===== config.mk =====
export PLATFORM = sky130hd
export DESIGN_NAME = mod_exp
export DESIGN_NICKNAME = d
export VERILOG_FILES = /design/src/rtl/keychain_pkg.sv /design/src/rtl/mod_mult.sv /design/src/rtl/mod_exp.sv
export SDC_FILE = /design/constraint.sdc
export NUM_CORES = 1
export LEC_CHECK = 0
export ABC_CLOCK_PERIOD_IN_PS = 7900
export BUFFER_PORTS_ARGS = -buffer_cell sky130_fd_sc_hd__buf_4
export CAP_MARGIN = 20
export CORE_UTILIZATION = 37
export CTS_CLUSTER_DIAMETER = 100
export DETAILED_ROUTE_END_ITERATION = 16
export PLACE_DENSITY = 0.53
export SLEW_MARGIN = 20
export SYNTH_ARGS = -nofsm -noshare
export SYNTH_HDL_FRONTEND = slang
export SYNTH_HIERARCHICAL = 1
export SYNTH_SLANG_ARGS = --single-unit

===== constraint.sdc =====
create_clock -name clk_in -period 7.9 [get_ports clk_in]
set_input_delay 1.58 -clock clk_in [delete_from_list [all_inputs] [get_ports clk_in]]
set_output_delay 1.58 -clock clk_in [all_outputs]
set_load 0.005 [all_outputs]

===== src/rtl/keychain_pkg.sv =====
// Shared definitions for the keychain arithmetic blocks: the mod_exp
// sequencer state encoding and the modular multiplier latency.
package keychain_pkg;

  typedef enum logic [2:0] {
    IDLE,
    SETUP,
    REDUCE,
    MUL,
    SQR,
    NEXT,
    DONE
  } modexp_state_e;

  localparam int DEFAULT_WIDTH  = 16;
  localparam int MODMUL_LATENCY = 2 * DEFAULT_WIDTH + 2;

  // Cycles from the request cycle to the valid pulse for a given width.
  function automatic int modmul_latency(input int width);
    return 2 * width + 2;
  endfunction

endpackage


===== src/rtl/mod_mult.sv =====
// Modular multiplier: latches a, b, m; forms a*b in one cycle, then reduces
// it MSB-first by restoring shift-subtract, one product bit per cycle.
module mod_mult
  import keychain_pkg::*;
#(
  parameter int WIDTH = 16
) (
  input  logic             clk_in,
  input  logic             rst_n_in,
  input  logic             ready_in,
  input  logic [WIDTH-1:0] a_in,
  input  logic [WIDTH-1:0] b_in,
  input  logic [WIDTH-1:0] modulus_in,
  output logic [WIDTH-1:0] product_out,
  output logic             busy_out,
  output logic             valid_out
);

  localparam int PW    = 2 * WIDTH;
  localparam int STEPS = modmul_latency(WIDTH) - 2;
  localparam int CW    = $clog2(STEPS + 1);

  logic [WIDTH-1:0] a_q, b_q, m_q, r_q;
  logic [PW-1:0]    prod_q;
  logic [CW-1:0]    cnt_q;
  logic             busy_q, load_q, last_busy_q;

  logic [WIDTH:0]   r_sh;
  logic [WIDTH-1:0] r_d;

  // r stays below m, so 2r+bit fits in WIDTH+1 bits and one subtract restores it.
  always_comb begin
    r_sh = {r_q, prod_q[PW-1]};
    r_d  = r_sh[WIDTH-1:0];
    if (r_sh >= {1'b0, m_q}) r_d = r_sh[WIDTH-1:0] - m_q;
  end

  always_ff @(posedge clk_in or negedge rst_n_in) begin
    if (!rst_n_in) begin
      a_q         <= '0;
      b_q         <= '0;
      m_q         <= '0;
      r_q         <= '0;
      prod_q      <= '0;
      cnt_q       <= '0;
      busy_q      <= 1'b0;
      load_q      <= 1'b0;
      last_busy_q <= 1'b0;
    end else begin
      last_busy_q <= busy_q;
      if (!busy_q) begin
        if (ready_in) begin
          a_q    <= a_in;
          b_q    <= b_in;
          m_q    <= modulus_in;
          busy_q <= 1'b1;
          load_q <= 1'b1;
        end
      end else if (load_q) begin
        prod_q <= PW'(a_q) * PW'(b_q);
        r_q    <= '0;
        cnt_q  <= CW'(STEPS);
        load_q <= 1'b0;
      end else begin
        r_q    <= r_d;
        prod_q <= {prod_q[PW-2:0], 1'b0};
        cnt_q  <= cnt_q - CW'(1);
        if (cnt_q == CW'(1)) busy_q <= 1'b0;
      end
    end
  end

  assign product_out = r_q;
  assign busy_out    = busy_q;
  assign valid_out   = last_busy_q && !busy_q;

endmodule


===== src/rtl/mod_exp.sv =====
// Modular exponentiation, right-to-left square-and-multiply, sequencing a
// single mod_mult through the ready/busy/valid handshake.
module mod_exp
  import keychain_pkg::*;
#(
  parameter int WIDTH = 16
) (
  input  logic             clk_in,
  input  logic             rst_n_in,
  input  logic             ready_in,
  input  logic [WIDTH-1:0] base_in,
  input  logic [WIDTH-1:0] exponent_in,
  input  logic [WIDTH-1:0] modulus_in,
  output logic [WIDTH-1:0] result_out,
  output logic             error_out,
  output logic             busy_out,
  output logic             valid_out
);

  modexp_state_e    state_q;
  logic [WIDTH-1:0] b_q, e_q, m_q, acc_q, result_q;
  logic             error_q, busy_q, last_busy_q, req_q, mul_done_q;

  logic [WIDTH-1:0] mm_a, mm_b, mm_prod;
  logic             mm_busy, mm_valid;

  // REDUCE multiplies the raw base by one so the loop always sees b < m.
  always_comb begin
    mm_a = b_q;
    mm_b = WIDTH'(1);
    case (state_q)
      MUL: begin
        mm_a = acc_q;
        mm_b = b_q;
      end
      SQR:     mm_b = b_q;
      default: ;
    endcase
  end

  mod_mult #(.WIDTH(WIDTH)) u_mult (
    .clk_in      (clk_in),
    .rst_n_in    (rst_n_in),
    .ready_in    (req_q),
    .a_in        (mm_a),
    .b_in        (mm_b),
    .modulus_in  (m_q),
    .product_out (mm_prod),
    .busy_out    (mm_busy),
    .valid_out   (mm_valid)
  );

  always_ff @(posedge clk_in or negedge rst_n_in) begin
    if (!rst_n_in) begin
      state_q     <= IDLE;
      b_q         <= '0;
      e_q         <= '0;
      m_q         <= '0;
      acc_q       <= '0;
      result_q    <= '0;
      error_q     <= 1'b0;
      busy_q      <= 1'b0;
      last_busy_q <= 1'b0;
      req_q       <= 1'b0;
      mul_done_q  <= 1'b0;
    end else begin
      req_q       <= 1'b0;
      last_busy_q <= busy_q;
      unique case (state_q)
        IDLE: begin
          if (ready_in) begin
            b_q        <= base_in;
            e_q        <= exponent_in;
            m_q        <= modulus_in;
            error_q    <= 1'b0;
            busy_q     <= 1'b1;
            mul_done_q <= 1'b0;
            state_q    <= SETUP;
          end
        end
        SETUP: begin
          if (m_q == '0) begin
            acc_q   <= '0;
            state_q <= DONE;
          end else begin
            acc_q   <= (m_q == WIDTH'(1)) ? '0 : WIDTH'(1);
            req_q   <= 1'b1;
            state_q <= REDUCE;
          end
        end
        REDUCE, SQR: begin
          if (mm_valid) begin
            b_q     <= mm_prod;
            state_q <= NEXT;
          end
        end
        MUL: begin
          if (mm_valid) begin
            acc_q      <= mm_prod;
            mul_done_q <= 1'b1;
            state_q    <= NEXT;
          end
        end
        // mul_done_q marks that the current low bit has already been multiplied in.
        NEXT: begin
          if (e_q == '0) begin
            state_q <= DONE;
          end else if (e_q[0] && !mul_done_q) begin
            req_q   <= 1'b1;
            state_q <= MUL;
          end else begin
            mul_done_q <= 1'b0;
            e_q        <= e_q >> 1;
            if ((e_q >> 1) != '0) begin
              req_q   <= 1'b1;
              state_q <= SQR;
            end else begin
              state_q <= DONE;
            end
          end
        end
        DONE: begin
          result_q <= acc_q;
          error_q  <= (m_q == '0);
          busy_q   <= 1'b0;
          state_q  <= IDLE;
        end
        default: state_q <= IDLE;
      endcase
    end
  end

  assign result_out = result_q;
  assign error_out  = error_q;
  assign busy_out   = busy_q;
  assign valid_out  = last_busy_q && !busy_q;

endmodule

; Yosys cells after proc, flatten, opt, wreduce, memory -nomap -nowiden
; Index checks and enable logic that the tools add are counted.
[totals]
ff_bits = 193
inputBits = 51
output_inout_bits = 19
word_cells = 108
[classes]
n_addsub = 2
mul = 1
magnitude_cmp = 1
n_eq_ne = 14
mux = 42
bitwise = 1
reduce_logical = 27
[ops]
columns = operator, n
row1 = $mux 16, 9
row2 = $pmux 16 s2, 3
row3 = $logic_not 16->1, 2
row4 = $mul 16x16->32, 1
row5 = $mux 32, 1
row6 = $ge 17x16->1, 1
row7 = $mux 1, 17
row8 = $eq 16x1->1 const B, 1
row9 = $reduce_bool 16->1, 1
row10 = $sub 16x16->16, 1
row11 = $mux 3, 5
row12 = $pmux 3 s4, 1
row13 = $ne 2x2->1 const B, 5
row14 = $reduce_and 2->1, 5
row15 = $reduce_bool 2->1, 5
row16 = $eq 3x3->1 const B, 3
row17 = $eq 3x2->1 const B, 2
row18 = $eq 6x1->1 const B, 1
row19 = $mux 6, 1
row20 = $pmux 1 s2, 3
row21 = $sub 6x1->6 const B, 1
row22 = $reduce_and 5->1, 1
row23 = $reduce_and 4->1, 1
row24 = $reduce_or 2->1, 2
row25 = 11 further kinds, 15

; Depth between registers and ports, before layout
; Gate-level depths: netlist of run 1.
[logic_depth]
ltp_word = 5
mapped_depth = 24
depth_no_buf = 21

; Cells and area by module
; Netlist of run 1, hierarchy kept.
[by_module_without_submodules]
columns = module, n_inst, cells_per_inst, area_per_inst_um2, seq_area_each_um2
row1 = mod_mult, 1, 1475, 13793.2, 2627.5
row2 = mod_exp, 1, 351, 4296.6, 2202.1

; Least setup slack after synthesis of run 1
; Ideal clock, no wire load.
[synth_timing]
path_type = reg-to-reg
start = register u_mult.a_q[7]
end = register u_mult.prod_q[26]
setup_time_ps = 77
arrival_time_ps = 5596
required_ps = 7823
path_slack_ps = 2226
path_stages_with_launch = 23
path_buffers = 1
synth_period_minus_slack_ps = 5674
path_cell_list = dfrtp_1 clkbuf_1 nand2_1 fa_1 inv_1 fa_1 inv_1 fa_1 inv_1 fa_1 fa_1 inv_1 fa_1 inv_1 ha_1 a21oi_2 o21ai_1 a2111oi_2 o21ai_0 o21ai_2 xnor2_1 mux2i_1 a21oi_1
[synth_via]
elab_chain_cells = 2
[synth_lines]
columns = element, line_no
row1 = start: declaration, mod_mult.sv:23  ; logic [WIDTH-1:0] a_q, b_q, m_q, r_q;
row2 = start signal: assignment, mod_mult.sv:53  ; a_q <= a_in;
row3 = $mul 16x16->32, mod_mult.sv:60  ; prod_q <= PW'(a_q) * PW'(b_q);
row4 = $mux 32, mod_mult.sv:59  ; end else if (load_q) begin
row5 = end signal: assignment, mod_mult.sv:60
row6 = end signal: assignment, mod_mult.sv:66  ; prod_q <= {prod_q[PW-2:0], 1'b0};
row7 = end: declaration, mod_mult.sv:24  ; logic [PW-1:0] prod_q;
; Every way passes these cells.
; A chain may end at the register's enable or synchronous reset.

; Worst setup path after layout of run 1
[layout_timing]
start = register u_mult.a_q[12]
end = register u_mult.prod_q[30]
; The elaborated chain is that of the path after synthesis.

==> impl_results.md, run 1 <==
- Status: complete, no violations
- Peak supply drop: 255.6 uV
- Clock Path Buffers: 2
- Post-synth cell types: between 80 and 90
- Layout cells sized above 1: 0.1349
- Final total power: between 7 and 8 mW
- Worst-Margin Slew: between 1 and 1.5 ns
- Vias per cell: between 5 and 6
- Number of global-route vias before repair: 13.31k
- Post-synth ARST share: 1.000
- Sequential share of power: 0.290
- DR WL/cell: 18.01 um
- CTS resizes: 0
- FF-to-FF End: u_mult/prod_q[30]
- Finish-stage setup viols: 0
- Critical Path Start Type: register
- #FFs+latches synth: 193
- Total clock sinks: 193
- Worst reg-to-reg setup slack: between 1.5 and 2 ns
- Dpl ws: 1.562 ns
- Internal power: between 3 and 4 mW
- Tmin final: 6.344 ns
- Syn Std Cell Area: roughly 0.018 mm^2
- Setup repair bufs after CTS: 0
- First-pass GRT wire length: between 70000 and 80000 um
- Post-CTS Hold Fix Bufs: 0
- Yosys warning count: 6
- Min-Delay Path Class: register to register
- Crit-path max FO: 17
- Final ANT Viol Nets: 0
- Hold Violations, Final: 0
- Gate power share: 0.592
- Pin count of the biggest net entering global routing: 94
- CP Data Required Time: approximately 8.3 ns
- CTS root buf: clkbuf_16
- Power Density: 381.9 mW/mm^2
- CTS clk-pin slew, worst paths: 0.08 ns
- Max-slew violations: 0
- Commonest non-fill, non-tap cell in the layout: inv_1
- CTS tree: built
- Pleak: 9.527 nW
- Core footprint: 0.04795 mm^2
- H-tree depth: 4
- Worst Hold End: last_busy_q
- Post-layout nets: 2201
- DR DRC count: 0
- Setup CP Type: register to register
- DP Wirelength: between 30000 and 40000 um
- Layout Area Growth over Synthesis: 8.549%
- Port buffer count: 69
- Period utilization: 0.8030
- Initial antenna violation count: 1
- Power share of the clock group: 0.118
- Routability congestion estimate: 0.8679
- CTS Buf Count: 17
- Sw Ratio: 0.4809
- Mean Syn Cell Area: 9.907 um^2
- Upper clock frequency limit: ~160 MHz
- Overall routing resource usage: 0.1888
- Final WS setup: 1.556 ns
- P_sw: 3.606 mW
- Iteration-0 DRC Markers: 667
- Via count: approximately 13k
- Post-synth EDFFs: 0
- Die area: 0.04978 mm^2
- Min-delay src: busy_out
- Rows: 80
- Starting Density: 0.3773
- Grt total ovfl: 0
- Max-cap viol count: 0
- Drt total wl: approximately 44000 um
- Post-synthesis sequential area ratio: 0.2670
- WP data arrival: 6.76 ns
- I/O pin count: 70
- R2R depth: 18
- Die Y: 223.1 um
- Clk Latency, worst-skew pair: 0.49 ns
- Top_reg_cell synth: dfrtp_1
- Synthesized netlist net count: between 2k and 2.5k
- Router iterations before antenna repair: 5
- Most frequent cells in the layout: 278 x inv_1, 232 x nand2_1, 195 x fa_1
- Chip Width: about 220 um
- Worst clock skew: 0.01374 ns
- Mapped Cells: 1826
- Worst setup EP type: register
- # fillers: 4709
- RSZ-0062 raised after global routing: false
- Worst R2R Start: u_mult/a_q[12]
- Setup_tns: 0 ns
- Worst slew margin: 0.3079
- Hold path cells: 0
-- Yosys cell counts (20+ instances only) --
cell type	number	area (um^2)
inv_1	278	1044
nand2_1	232	870.8
fa_1	195	3904
dfrtp_1	193	4830
ha_1	122	1526
and2_1	118	738.2
mux2_2	74	833.3
clkbuf_1	67	251.5
a21oi_1	60	300.3
o21ai_0	54	270.3
nor2_1	48	180.2
mux2i_1	34	340.3
o22ai_1	32	200.2
xnor2_1	30	262.8
nor2b_1	23	143.9
mux2_4	20	300.3
-- worst max-delay path, stage by stage (launching register included) --
cell      delay [ns]
dfrtp_1         0.77
nand2_1         0.17
fa_1            0.55
fa_1            0.52
fa_1            0.52
inv_1           0.06
fa_1            0.48
fa_1            0.49
inv_1           0.05
fa_1            0.54
inv_1           0.06
ha_1            0.45
nand2_1         0.11
nor3_2          0.18
o211ai_2        0.15
a311oi_2        0.45
o21ai_2         0.16
or4_1           0.49
nand3_1         0.09
-- per-layer routing --
| metal | wire (um) | part of all wire | global-route usage |
|---|---|---|---|
| met4 | 662 | 0.015 | 0.05250 |
| met1 | 20140 | 0.45 | 0.2485 |
| met3 | 1285 | 0.029 | 0.02502 |
| met5 | 0 | 0 | 0 |
| met2 | 22250 | 0.50 | 0.3247 |
-- cells by family (layout without fill, tap and decap cells) --
| family | Yosys count | count (layout) | share of synthesized area |
|---|---|---|---|
| AO/OA/AOI/OAI | 268 | 268 | 0.1081 |
| other | 0 | 1 | 0 |
| flip-flops | 193 | 193 | 0.2670 |
| buffers and inverters | 366 | 386 | 0.08009 |
| adder cells (fa/ha/maj) | 317 | 317 | 0.3002 |
| AND/OR/NAND/NOR | 506 | 506 | 0.1388 |
| XOR/XNOR | 40 | 40 | 0.01937 |
| multiplexers | 136 | 136 | 0.08646 |
-- state kept, by name (all words and copies together), names as in the netlist, 3 cells and up --
signal              flops
u_mult/product_out     16
u_mult/a_q             16
e_q                    16
state_q                 3
acc_q                  16
u_mult/b_q             16
u_mult/prod_q          32
result_out             16
u_mult/cnt_q            6
m_q                    16
b_q                    16
u_mult/m_q             16
-- power groups by stage --
stage | Sequential (mW) | Combinational [mW] | Clock, mW
2_1_floorplan | 1.75 | 3.66 | 0
3_3_place_gp | 2.17 | 4.42 | 0
3_5_place_dp | 2.18 | 4.48 | 0
4_1_cts | 2.17 | 4.51 | 0.929
5_1_grt | 2.26 | 5.00 | 0.962
6_report | 2.18 | 4.44 | 0.888
-- final cells by class --
type,instances,area [um^2],share of cell area
antenna,1,2.502,0.0001274
clock buffer,19,442.9,0.02256
clock inverter,13,142.6,0.007264
inverter,278,1044,0.05314
multi-input combinational,1267,11830,0.6023
sequential,193,4831,0.2460
tap,615,769.5,0.03919
timing repair buffer,76,576.8,0.02937
-- through the flow --
step,util,cell area [um^2],cells,hold slack (ns)
6_report,0.4096,19640,2462,0.4435
5_1_grt,0.4095,19630,2461,0.4571
4_1_cts,0.4095,19630,2461,0.4410
3_5_place_dp,0.3973,19050,2429,0.4185
3_3_place_gp,0.3973,19050,2429,0.4083
2_1_floorplan,-,18090,1826,0.3938
-- how the worst max path moves through the flow --
stage	startpoint	to	slack [ns]
2_1_floorplan	u_mult/a_q[7]	u_mult/prod_q[26]	2.23
3_3_place_gp	u_mult/b_q[7]	u_mult/prod_q[26]	1.65
3_5_place_dp	u_mult/b_q[7]	u_mult/prod_q[26]	1.56
4_1_cts	u_mult/a_q[12]	u_mult/prod_q[30]	1.53
5_1_grt	u_mult/b_q[7]	u_mult/prod_q[26]	1.25
6_report	u_mult/a_q[12]	u_mult/prod_q[30]	1.56
(Power assumes the default switching activity.)
==> run 2: changes to the inputs <==
ABC_CLOCK_PERIOD_IN_PS = 6050   (was 7900)
clock period = 6.05 ns   (was 7.9 ns; I/O delays follow)
==> run 2 against run 1 <==
Sequential cell count unchanged; die area did not move; clock skew up 0.0032 ns; sequential power grew 21%; critical endpoint unchanged; final cell count increased by 2.1%; critical path depth rose by 2; sequential share of layout area shrank 0.55 points; hold slack worse by 0.00090 ns; combinational power rose by 43%.
==> impl_results.md, run 2 (synthesis results as in run 1) <==
- Routing usage on met3: 0.02581 (+0.0007902)
- Max-cap viol count: 0 (unchanged)
- Starting Density: 0.3773 (unchanged)
- Chip Width: 223.1 um (unchanged)
- Placed cell count: 2478 (+2.0%)
- Peak supply drop: 267.4 uV (+4.6%)
- Final ANT Viol Nets: 0 (unchanged)
- Drt total wl: 44160 um (-0.39%)
- I/O pin count: 70 (unchanged)
- ANT cells: 0 (-1)
- Min-Delay Path Class: register to register
- Layout cells sized above 1: 0.1765 (+0.04162)
- Multi-input logic area: 0.01192 mm^2 (+0.80%)
- DR WL/cell: 17.57 um (-2.4%)
- Tmin final: 5.867 ns (-0.4764 ns)
- Hold Violations, Final: 0 (unchanged)
- Worst-Margin Slew: 1.021 ns (-0.01274 ns)
- Grt total ovfl: 0 (unchanged)
- Router iterations before antenna repair: 5 (unchanged)
- Number of flip-flops in the largest register: 32 (unchanged)
- Final WS setup: 0.1825 ns (-1.374 ns)
- Setup_tns: 0 ns (unchanged)
- Pleak: 9.799 nW (+2.9%)
- GRT met1 Usage: 0.2479 (-0.0005889)
- CTS Buf Count: 17 (unchanged)
- Finish-stage setup viols: 0 (unchanged)
- Overall routing resource usage: 0.1889 (about the same)
- CTS tree: built
- Most frequent CP cell: fa_1
- Layout Area Growth over Synthesis: 11.57%
- Routability congestion estimate: 0.8974 (+3.4%)
- WP data arrival: 6.27 ns (-0.49 ns)
- Die area: 0.04978 mm^2 (unchanged)
- Total clock sinks: 193 (unchanged)
- Gr busiest metal: met2
- Most frequent cells in the layout: 278 x inv_1, 232 x nand2_1, 193 x fa_1
- RSZ-0062 raised after global routing: true
- Post-route cell area: 0.02018 mm^2 (+2.8%)
- DP Wirelength: 34690 um (+4.3%)
- CTS clk-pin slew, worst paths: 0.08 ns (about the same)
- Iteration-0 DRC Markers: 563 (-16%)
- # fillers: 4740 (+0.66%)
- CP Data Required Time: 6.45 ns (-1.87 ns)
- Post-CTS Hold Fix Bufs: 0 (unchanged)
- Upper clock frequency limit: 170.4 MHz (+8.1%)
- CTS root buf: clkbuf_16
- FF/Latch Area: 0.004855 mm^2 (+0.49%)
- Final total power: 10.18 mW (+36%)
- Worst slew margin: 0.3172 (+0.009352)
- Crit-path max FO: 11 (-6)
- Post-layout nets: 2253 (+2.4%)
- Top reg by flops: u_mult/prod_q
- Worst clock skew: 0.01691 ns (+0.003163 ns)
- Number of global-route vias before repair: 13.58k (+2.0%)
- DP Area: 0.01943 mm^2 (+2.0%)
- Commonest non-fill, non-tap cell in the layout: inv_1
- Port buffer count: 69 (unchanged)
- DR DRC count: 0 (unchanged)
- Rows: 80 (unchanged)
- Initial antenna violation count: 0 (-1)
- Clock Path Buffers: 2 (unchanged)
- Critical-path cell with the highest stage delay: fa_1
- Clk Latency, worst-skew pair: 0.48 ns (about the same)
- Status: complete, no violations
- Finished Core Util: 0.4210 (+0.01140)
- Worst setup EP type: register
- Critical Path Start Type: register
- Met2 GRT Util: 0.3195 (-0.005242)
- CP cell instances: buf_4 > and2_1 > fa_1 > inv_1 > fa_1 > inv_1 > fa_1 > fa_1 > fa_1 > inv_1 > fa_1 > inv_1 > ha_1 > buf_4 > and2_1 > nand2_1 > a311oi_4 > o21ai_2 > or4_1 > nand3_1
- Core footprint: 0.04795 mm^2 (unchanged)
- Worst hold margin: 0.4426 ns (-0.0008970 ns)
- Vias per cell: 5.051 (-0.97%)
- First-pass GRT wire length: 73020 um (+0.15%)
- Max incr delay on CP: 0.52 ns (-0.25 ns)
- Setup CP Type: register to register
- H-tree depth: 4 (unchanged)
- Via count: 12.69k (+1.1%)
- Die Y: 223.1 um (unchanged)
- Dpl ws: 0.05888 ns (-1.503 ns)
- Pin count of the biggest net entering global routing: 108 (+15%)
- Period utilization: 0.9698 (+0.1668)
- Max-slew violations: 0 (unchanged)
- Power Density: 504.6 mW/mm^2 (+32%)
- Post-route insts no fill: 2513 (+2.1%)
[run 2: worst paths after layout]
check | startpoint | endpoint | slack (ns) | cells after the start
hold reg to reg | busy_out | last_busy_q | 0.44 | 0
hold / removal | busy_out | last_busy_q | 0.44 | 0
setup / recovery | u_mult/b_q[5] | u_mult/prod_q[30] | 0.18 | 20
max in group asynchronous | rst_n_in | u_mult/m_q[9] | 4.21 | 2
setup reg to reg | u_mult/b_q[5] | u_mult/prod_q[30] | 0.18 | 20
min in group asynchronous | rst_n_in | u_mult/prod_q[6] | 0.78 | 1
[run 2: power breakdown]
part,internal (mW),switching [mW]
sequential,1.92,0.719
clock,0.618,0.581
combinational,2.89,3.46
[run 2: repair_timing]
item,in CTS,in global routing
buffers inserted,0,2
endpoints found under the hold margin,0,0
setup endpoints to repair,0,12
gates resized for setup,0,38
[run 2: final cells by class]
cell class                      count  area share
Sequential cell                   193      0.2405
Clock buffer                       20     0.02312
Timing Repair Buffer              128     0.04885
Inverter                          278     0.05170
Tap cell                          615     0.03813
Clock inverter                     12    0.006943
Multi-Input combinational cell   1267      0.5907
[run 2: routing by layer]
metal | vias up | part of all wire
li1 | 6040 | -
met1 | 6395 | 0.46
met2 | 205 | 0.49
met3 | 53 | 0.026
met4 | 0 | 0.024
met5 | - | 0
[run 2: critical path: cells and delay by family (launching register included)]
| kind | cells | cell delay, ns |
|---|---|---|
| buffers and inverters | 6 | 0.53 |
| AND/OR/NAND/NOR | 5 | 1.00 |
| flip-flops | 1 | 0.49 |
| adder cells (fa/ha/maj) | 7 | 3.24 |
| AO/OA/AOI/OAI | 2 | 0.52 |
